--- src/rtl/fetch_stage_pkg.sv ---
// Shared definitions for the fetch stage: instruction width, FSM state encodings,
// default NOP encoding and PC helpers.
package fetch_stage_pkg;

    localparam int          LEN_INST = 32;
    localparam logic [31:0] NOP_ENC  = 32'h0000_0000;

    typedef enum logic [1:0] {
        ST_REQ  = 2'd0,
        ST_HOLD = 2'd1,
        ST_DROP = 2'd2
    } fetch_state_e;

    function automatic logic [31:0] pc_plus4(input logic [31:0] pc);
        return pc + 32'd4;
    endfunction

    function automatic logic [31:0] word_align(input logic [31:0] addr);
        return {addr[31:2], 2'b00};
    endfunction

endpackage

--- src/rtl/fetch_stage_if_id_reg.sv ---
// IF/ID pipeline register: flush has priority over load; hold freezes the contents.
module if_id_reg
    import fetch_stage_pkg::*;
#(
    parameter logic [LEN_INST-1:0] NOP_INST = NOP_ENC
) (
    input  logic                clk_i,
    input  logic                rst_n_i,
    input  logic                load_i,
    input  logic                hold_i,
    input  logic                flush_i,
    input  logic [LEN_INST-1:0] inst_i,
    input  logic [31:0]         pc4_i,
    output logic [LEN_INST-1:0] inst_o,
    output logic [31:0]         pc4_o,
    output logic                valid_o
);

    logic [LEN_INST-1:0] inst_q;
    logic [31:0]         pc4_q;
    logic                valid_q;

    always_ff @(posedge clk_i) begin
        if (!rst_n_i) begin
            inst_q  <= NOP_INST;
            pc4_q   <= 32'h0;
            valid_q <= 1'b0;
        end else if (flush_i) begin
            inst_q  <= NOP_INST;
            valid_q <= 1'b0;
        end else if (load_i && !hold_i) begin
            inst_q  <= inst_i;
            pc4_q   <= pc4_i;
            valid_q <= 1'b1;
        end
    end

    assign inst_o  = inst_q;
    assign pc4_o   = pc4_q;
    assign valid_o = valid_q;

endmodule

--- src/rtl/fetch_stage.sv ---
// Instruction fetch: PC, request/hold/drop FSM with a one-entry skid buffer.
// Define DELAY_SLOT_EN to keep the IF/ID contents on a redirect (branch delay slot).
module fetch_stage
    import fetch_stage_pkg::*;
#(
    parameter logic [31:0]         RESET_PC = 32'h0000_0000,
    parameter logic [LEN_INST-1:0] NOP_INST = NOP_ENC
) (
    input  logic                clk,
    input  logic                rst,
    output logic [31:0]         imem_addr,
    output logic                imem_req,
    input  logic [LEN_INST-1:0] imem_rdata,
    input  logic                imem_ready,
    input  logic                stall,
    input  logic                redirect,
    input  logic [31:0]         redirect_pc,
    output logic [LEN_INST-1:0] id_inst,
    output logic [31:0]         id_pc4,
    output logic                id_valid
);

`ifdef DELAY_SLOT_EN
    localparam logic FLUSH_ON_REDIRECT = 1'b0;
`else
    localparam logic FLUSH_ON_REDIRECT = 1'b1;
`endif

    fetch_state_e        state_q, state_d;
    logic [31:0]         pc_q, pc_d;
    logic [LEN_INST-1:0] buf_q, buf_d;
    logic                ld, fl;
    logic [LEN_INST-1:0] ld_inst;

    always_ff @(posedge clk) begin
        if (!rst) begin
            state_q <= ST_REQ;
            pc_q    <= RESET_PC;
            buf_q   <= '0;
        end else begin
            state_q <= state_d;
            pc_q    <= pc_d;
            buf_q   <= buf_d;
        end
    end

    always_comb begin
        state_d = state_q;
        pc_d    = pc_q;
        buf_d   = buf_q;
        ld      = 1'b0;
        fl      = 1'b0;
        ld_inst = imem_rdata;
        case (state_q)
            ST_REQ: begin
                if (redirect) begin
                    pc_d    = word_align(redirect_pc);
                    buf_d   = '0;
                    fl      = FLUSH_ON_REDIRECT;
                    state_d = imem_ready ? ST_REQ : ST_DROP;
                end else if (imem_ready) begin
                    if (!stall) begin
                        ld   = 1'b1;
                        pc_d = pc_plus4(pc_q);
                    end else begin
                        buf_d   = imem_rdata;
                        state_d = ST_HOLD;
                    end
                end else if (!stall) begin
                    fl = 1'b1;  // bubble while the memory is busy
                end
            end
            ST_HOLD: begin
                if (redirect) begin
                    pc_d    = word_align(redirect_pc);
                    buf_d   = '0;
                    fl      = FLUSH_ON_REDIRECT;
                    state_d = ST_REQ;
                end else if (!stall) begin
                    ld      = 1'b1;
                    ld_inst = buf_q;
                    pc_d    = pc_plus4(pc_q);
                    state_d = ST_REQ;
                end
            end
            ST_DROP: begin
                // The stale response still has to arrive before a new request may issue.
                if (redirect) begin
                    pc_d    = word_align(redirect_pc);
                    fl      = FLUSH_ON_REDIRECT;
                    state_d = imem_ready ? ST_REQ : ST_DROP;
                end else if (imem_ready) begin
                    state_d = ST_REQ;
                end
            end
            default: state_d = ST_REQ;
        endcase
    end

    assign imem_req  = (state_q == ST_REQ);
    assign imem_addr = pc_q;

    if_id_reg #(
        .NOP_INST (NOP_INST)
    ) u_if_id (
        .clk_i   (clk),
        .rst_n_i (rst),
        .load_i  (ld),
        .hold_i  (stall && !redirect),
        .flush_i (fl),
        .inst_i  (ld_inst),
        .pc4_i   (pc_plus4(pc_q)),
        .inst_o  (id_inst),
        .pc4_o   (id_pc4),
        .valid_o (id_valid)
    );

endmodule

--- config.mk ---
export PLATFORM = sky130hd
export DESIGN_NAME = fetch_stage
export DESIGN_NICKNAME = d
export VERILOG_FILES = /design/src/rtl/fetch_stage_pkg.sv /design/src/rtl/fetch_stage_if_id_reg.sv /design/src/rtl/fetch_stage.sv
export SDC_FILE = /design/constraint.sdc
export NUM_CORES = 1
export LEC_CHECK = 0
export ABC_AREA = 1
export CAP_MARGIN = 20
export CORE_UTILIZATION = 45
export DETAILED_ROUTE_END_ITERATION = 10
export DONT_BUFFER_PORTS = 1
export HOLD_SLACK_MARGIN = 0.06
export MAX_ROUTING_LAYER = met4
export PLACE_DENSITY = 0.58
export SLEW_MARGIN = 20
export SYNTH_ARGS = -nofsm -noshare
export SYNTH_HDL_FRONTEND = slang
export SYNTH_SLANG_ARGS = --single-unit
--- constraint.sdc ---
create_clock -name clk -period 4.8 [get_ports clk]
set_input_delay 0.72 -clock clk [delete_from_list [all_inputs] [get_ports clk]]
set_output_delay 0.72 -clock clk [all_outputs]
set_load 0.005 [all_outputs]
Word level (Yosys, flattened, before mapping)
Cells that the tools add are included.

word-level totals
  register bits after elaboration = 131
  bits of input ports = 69
  output and inout bits = 98
  word-level logic and storage cells = 61

operators by class
  $add $sub $neg = 1
  eq/ne operators = 8
  mux-type cells = 31
  bitwise gates (word level) = 2
  reductions and logical operators = 13

operator list
  kind                                           number
  two-way mux 32 bit                             11
  one-hot mux 32 bit (3 select lines)            1
  one-hot mux 32 bit (2 select lines)            1
  adder 32 x 3 -> 32 bit, second input constant  1
  two-way mux 2 bit                              8
  two-way mux 1 bit                              7
  != test 3 x 1 -> 1 bit, second input constant  2
  != test 3 bit, second input constant           2
  one-hot mux 2 bit (3 select lines)             1
  AND reduction 3 bit                            2
  != test 2 bit, second input constant           2
  one-hot mux 1 bit (2 select lines)             2
  AND reduction 4 bit                            1
  OR reduction 2 bit                             2
  nonzero test 3 bit                             1
  == test 2 x 1 -> 1 bit, second input constant  1
  == test 2 bit, second input constant           1
  logical AND 1 bit                              2
  zero test 1 bit                                2
  zero test 2 bit                                1
  NOT 1 bit                                      2
  AND reduction 2 bit                            1
  nonzero test 2 bit                             1

Logic depth before layout (Yosys ltp)
  depth after elaboration = 6
  depth in mapped cells = 12
  mapped depth without buffers = 11

Hierarchy
A second synthesis with hierarchy kept.

unflattened totals
  cell total of the unflattened synthesis = 1015
  area, all modules = 6702.7 µm²

modules (own cells, without submodules)
  module       times used  cells an instance  area an instance (µm²)
  fetch_stage  1           667                4215.3
  if_id_reg    1           348                2487.4

Worst setup path before layout
No wires, ideal clock.

  path kind = input to register
  start point = input redirect
  end point = register u_if_id.pc4_q[14], in the netlist u_if_id.pc4_o[14]
  arrival = 1.694 ns
  data required time = 4.684 ns
  slack = 2.990 ns
  cell stages on the path = 9
  path through = buf_6 -> nor2_8 -> nand2_2 -> o21ai_2 -> nand2_1 -> buf_4 -> buf_6 -> a21oi_1 -> nor2_1

on the way
  longest elaborated chain between the ends = 5
  elaborated cells between the ends (all ways) = 12

ends and longest elaborated chain
  item                                                                        RTL line                     source
  start: declaration                                                          fetch_stage.sv:16            input logic redirect,
  branches (longest 4 deep; another with one-hot mux 1 bit (2 select lines))  n/a
  AND reduction 2 bit (no line) (*)                                           n/a
  end signal: assignment                                                      fetch_stage_if_id_reg.sv:33  pc4_q <= pc4_i;
  end: declaration                                                            fetch_stage_if_id_reg.sv:20  logic [31:0] pc4_q;

Every way passes the cells marked *.
A chain may end at the register's enable or synchronous reset.

Final worst setup path
  start point = register state_q[1]
  end point = register buf_q[13]

on the way
  longest elaborated chain between the ends = 3
  elaborated cells between the ends (all ways) = 7

ends and longest elaborated chain
  item                                                              RTL line           source
  start: declaration                                                fetch_stage.sv:29  fetch_state_e state_q, state_d;
  start signal: assignment                                          fetch_stage.sv:41  state_q <= state_d;
  == test 2 x 1 -> 1 bit / zero test 2 bit (equally long branches)  fetch_stage.sv:54  case (state_q)
  != test 2 bit (no line), or another cell as far along             n/a
  AND reduction 3 bit (no line)                                     n/a
  end signal: assignment                                            fetch_stage.sv:43  buf_q <= buf_d;
  end: declaration                                                  fetch_stage.sv:31  logic [LEN_INST-1:0] buf_q, buf_d;

Several ways; a longest one is shown, not always the timed one.

==> metrics.md <==
| Metric | Value |
|---|---|
| Fill cell count | `1,522` |
| Remaining global-route overflow | `0` |
| Effective utilization at floorplan | `46.31%` |
| Critical Path Start Type | `register` |
| Post-Route Skew | `10.41 ps` |
| Setup tns final | `0 ps` |
| Maximum ir drop on the vdd rail | `0.0002361 V` |
| Number of nets with antenna violations after detailed routing | `0` |
| I/O Buffers | `0` |
| Avg Inst Size Synth | `6.557 um^2` |
| Status | `finished, final reports clean` |
| DIE AREA | `14,820 um^2` |
| Most common cell after layout, fill and taps aside | `nand2_1` |
| Number of buffers created by CTS | `17` |
| Top-area cell type share of the netlist area | `39.40%` |
| I/O pin cnt | `167` |
| Switching power of the nets | `0.0008134 W` |
| Overall global routing resource usage | `25.24%` |
| Area growth from synthesis to final layout | `8.319%` |
| Placer's final routability congestion estimate | `0.8588` |
| Internal power component | `0.001934 W` |
| Netlist Area Pre-Place | `6452 um^2` |
| CTS-repair resized insts | `0` |
| Sequential area share after synthesis | `39.40%` |
| Type of destination of the critical path | `register` |
| Most area-consuming cells after synthesis | `dfxtp_1, nand2_1, nor2_1, o21ai_0, a21oi_1` |
| Synth warnings | `0` |
| Commonest cells after routing, fill and taps aside | `nand2_1, nor2_1, dfxtp_1, o21ai_0, a21oi_1` |
| Via Count | `6,012` |
| Clock root buffer | `clkbuf_16` |
| H-tree Lvls | `4` |
| Type of the worst min-delay path | `input port to register` |
| Count of flip-flops with a built-in enable after synthesis | `0` |
| Clock slew seen by the registers of the worst setup and hold paths | `60 ps` |
| Power density relative to cell area | `393.1 nW/um^2` |
| Synth Instances | `984` |
| Overall die height | `121.7 um` |
| Pleak | `2.912 nW` |
| Rows | `43` |
| Final count of negative-setup-slack endpoints | `0` |
| CTS tree | `yes` |
| Number of buffers between clock root and the deepest sink | `2` |
| Worst relative slew slack | `32.18%` |
| Worst setup slack before clock tree synthesis | `1543 ps` |
| Pins over their slew limit | `0` |
| Setup CP Type | `register to register` |
| Primary FF master, synth | `dfxtp_1` |
| Transition at the pin with the smallest max-transition slack | `1016 ps` |
| Part of the cycle the worst path needs | `65.65%` |
| Yosys top cell by area | `dfxtp_1` |
| Achievable clock frequency | `317.4 MHz` |
| Max-capacitance violation count | `0` |
| Portion of total power attributed to the clock network | `42.6%` |
| Switching part of the total power | `29.60%` |
| Worst path setup slack after routing | `1649 ps` |
| Number of detailed-route iterations in the first pass | `5` |
| Wirelength, routed | `17,800 um` |
| Worst endpoint data arrival time | `3490 ps` |
| Antenna violations before repair | `0` |
| Via count of the first global-routing pass | `5,591` |
| Diodes inserted | `0` |
| Async set or reset register ratio after synthesis | `0%` |
| Hold-fix buffer count after cts | `0` |
| Average wire length per cell after detail routing | `15.53 um` |
| Number of endpoints with negative hold slack in the final report | `0` |
| Number of distinct library cells after synthesis | `27` |
| Number of flip-flops and latches in the synthesized netlist | `127` |
| Clock latency at the later pin of the worst-skew pair | `420 ps` |
| DPL Wire Length | `11,730 um` |
| End-of-flow core utilization | `50.16%` |
| Pin count of the biggest net entering global routing | `66` |
| TritonCTS sink count | `127` |
| Detailed router's first-iteration violation count | `328` |
| NumNets Final | `1,027` |
| Share of post-route cells with drive strength above 1 | `5.694%` |
| Share of power burned in registers | `43.9%` |
| Maximum fanout along the worst path | `35` |
| Buffers inserted by post-CTS timing repair | `0` |
| Total DRC errors in the routed layout | `0` |
| Vias per std cell | `5.246` |
| First-pass GRT wire length | `28,380 um` |
| Worst EP required | `5140 ps` |
| Power share of the combinational group | `13.5%` |
| Final critical path time including I/O delays and setup | `3151 ps` |
| Width of the die | `121.7 um` |
| Core area | `13,930 um^2` |
| Unrepaired setup endpoints after global routing | `false` |
cells in the mapped netlist, types with 2 or more instances:
| library cell | n |
|---|---|
| o21ai_0 | 105 |
| inv_1 | 86 |
| nand3_1 | 19 |
| buf_6 | 2 |
| a21oi_1 | 97 |
| ha_1 | 5 |
| xor2_1 | 12 |
| clkbuf_1 | 27 |
| nand2_2 | 2 |
| buf_4 | 15 |
| a22oi_1 | 32 |
| dfxtp_1 | 127 |
| nor2_2 | 3 |
| nor3_1 | 3 |
| nand3b_1 | 2 |
| buf_2 | 18 |
| nor2_1 | 172 |
| nand2_1 | 218 |
| o21ai_1 | 28 |
| inv_2 | 4 |
worst paths after layout:
kind / startpoint / cells past startpoint / slack, ps / to
worst max-delay path: state_q[1] / 11 / 1650 / buf_q[13]
worst min-delay path: rst / 2 / 440 / imem_addr[17]
worst max register to register: state_q[1] / 11 / 1650 / buf_q[13]
worst min register to register: u_if_id.pc4_o[9] / 2 / 480 / u_if_id.pc4_o[9]
registers in the layout, summed over array words and instances (netlist names):
register         flops
u_if_id.valid_o      1
u_if_id.pc4_o       30
buf_q               32
u_if_id.inst_o      32
imem_addr           30
state_q              2
kinds of logic after synthesis:
kind of cell | synth area share [%]
AND/OR/NAND/NOR | 25.69
AO/OA/AOI/OAI | 21.82
buffers and inverters | 10.30
flip-flops | 39.40
XOR/XNOR | 1.765
adder cells (fa/ha/maj) | 0.9696
other | 0.05812
stage by stage:
step	total power, W	hold slack (ps)	cells	area, um^2
2_1_floorplan	0.001518	458.0	987	6464
3_3_place_gp	0.001599	476.7	1113	6437
3_5_place_dp	0.001600	481.1	1113	6437
4_1_cts	0.002771	420.5	1145	6974
5_1_grt	0.002878	429.1	1146	6989
6_report	0.002748	435.2	1146	6989
cell type report:
class	count	area [um^2]	area share, %
Multi-Input combinational cell	708	3272	46.81
Tap cell	180	225.2	3.222
Inverter	90	337.8	4.834
Timing Repair Buffer	9	75.07	1.074
Clock inverter	11	66.31	0.9488
Sequential cell	127	2542	36.38
Clock buffer	21	470.5	6.731
worst max-delay path, cell delays in order, from the launching register on:
cell,delay [ps]
dfxtp_1,340
inv_1,90
ha_1,480
buf_4,380
inv_2,110
a21oi_1,180
nand2_2,50
buf_4,250
nor2_2,600
buf_4,340
a22oi_1,100
nor2_1,110
power by group through the flow:
| stage | registers (W) | logic [W] | clock network, W |
|---|---|---|---|
| final | 0.00121 | 0.000372 | 0.00117 |
| after global routing | 0.00122 | 0.000427 | 0.00123 |
| after CTS | 0.00121 | 0.000375 | 0.00119 |
| after detailed placement | 0.00123 | 0.000371 | 0 |
| after global placement | 0.00123 | 0.000371 | 0 |
| after floorplan | 0.00120 | 0.000316 | 0 |
layer usage:
metal | track usage (%) | part of all wire, % | vias up
li1 | - | - | 3108
met5 | - | 0 | -
met4 | 10.96 | 2.8 | 0
met2 | 41.77 | 48 | 157
met3 | 6.554 | 5.8 | 34
met1 | 28.61 | 43 | 2713
Power figures use the tool's default switching activity.
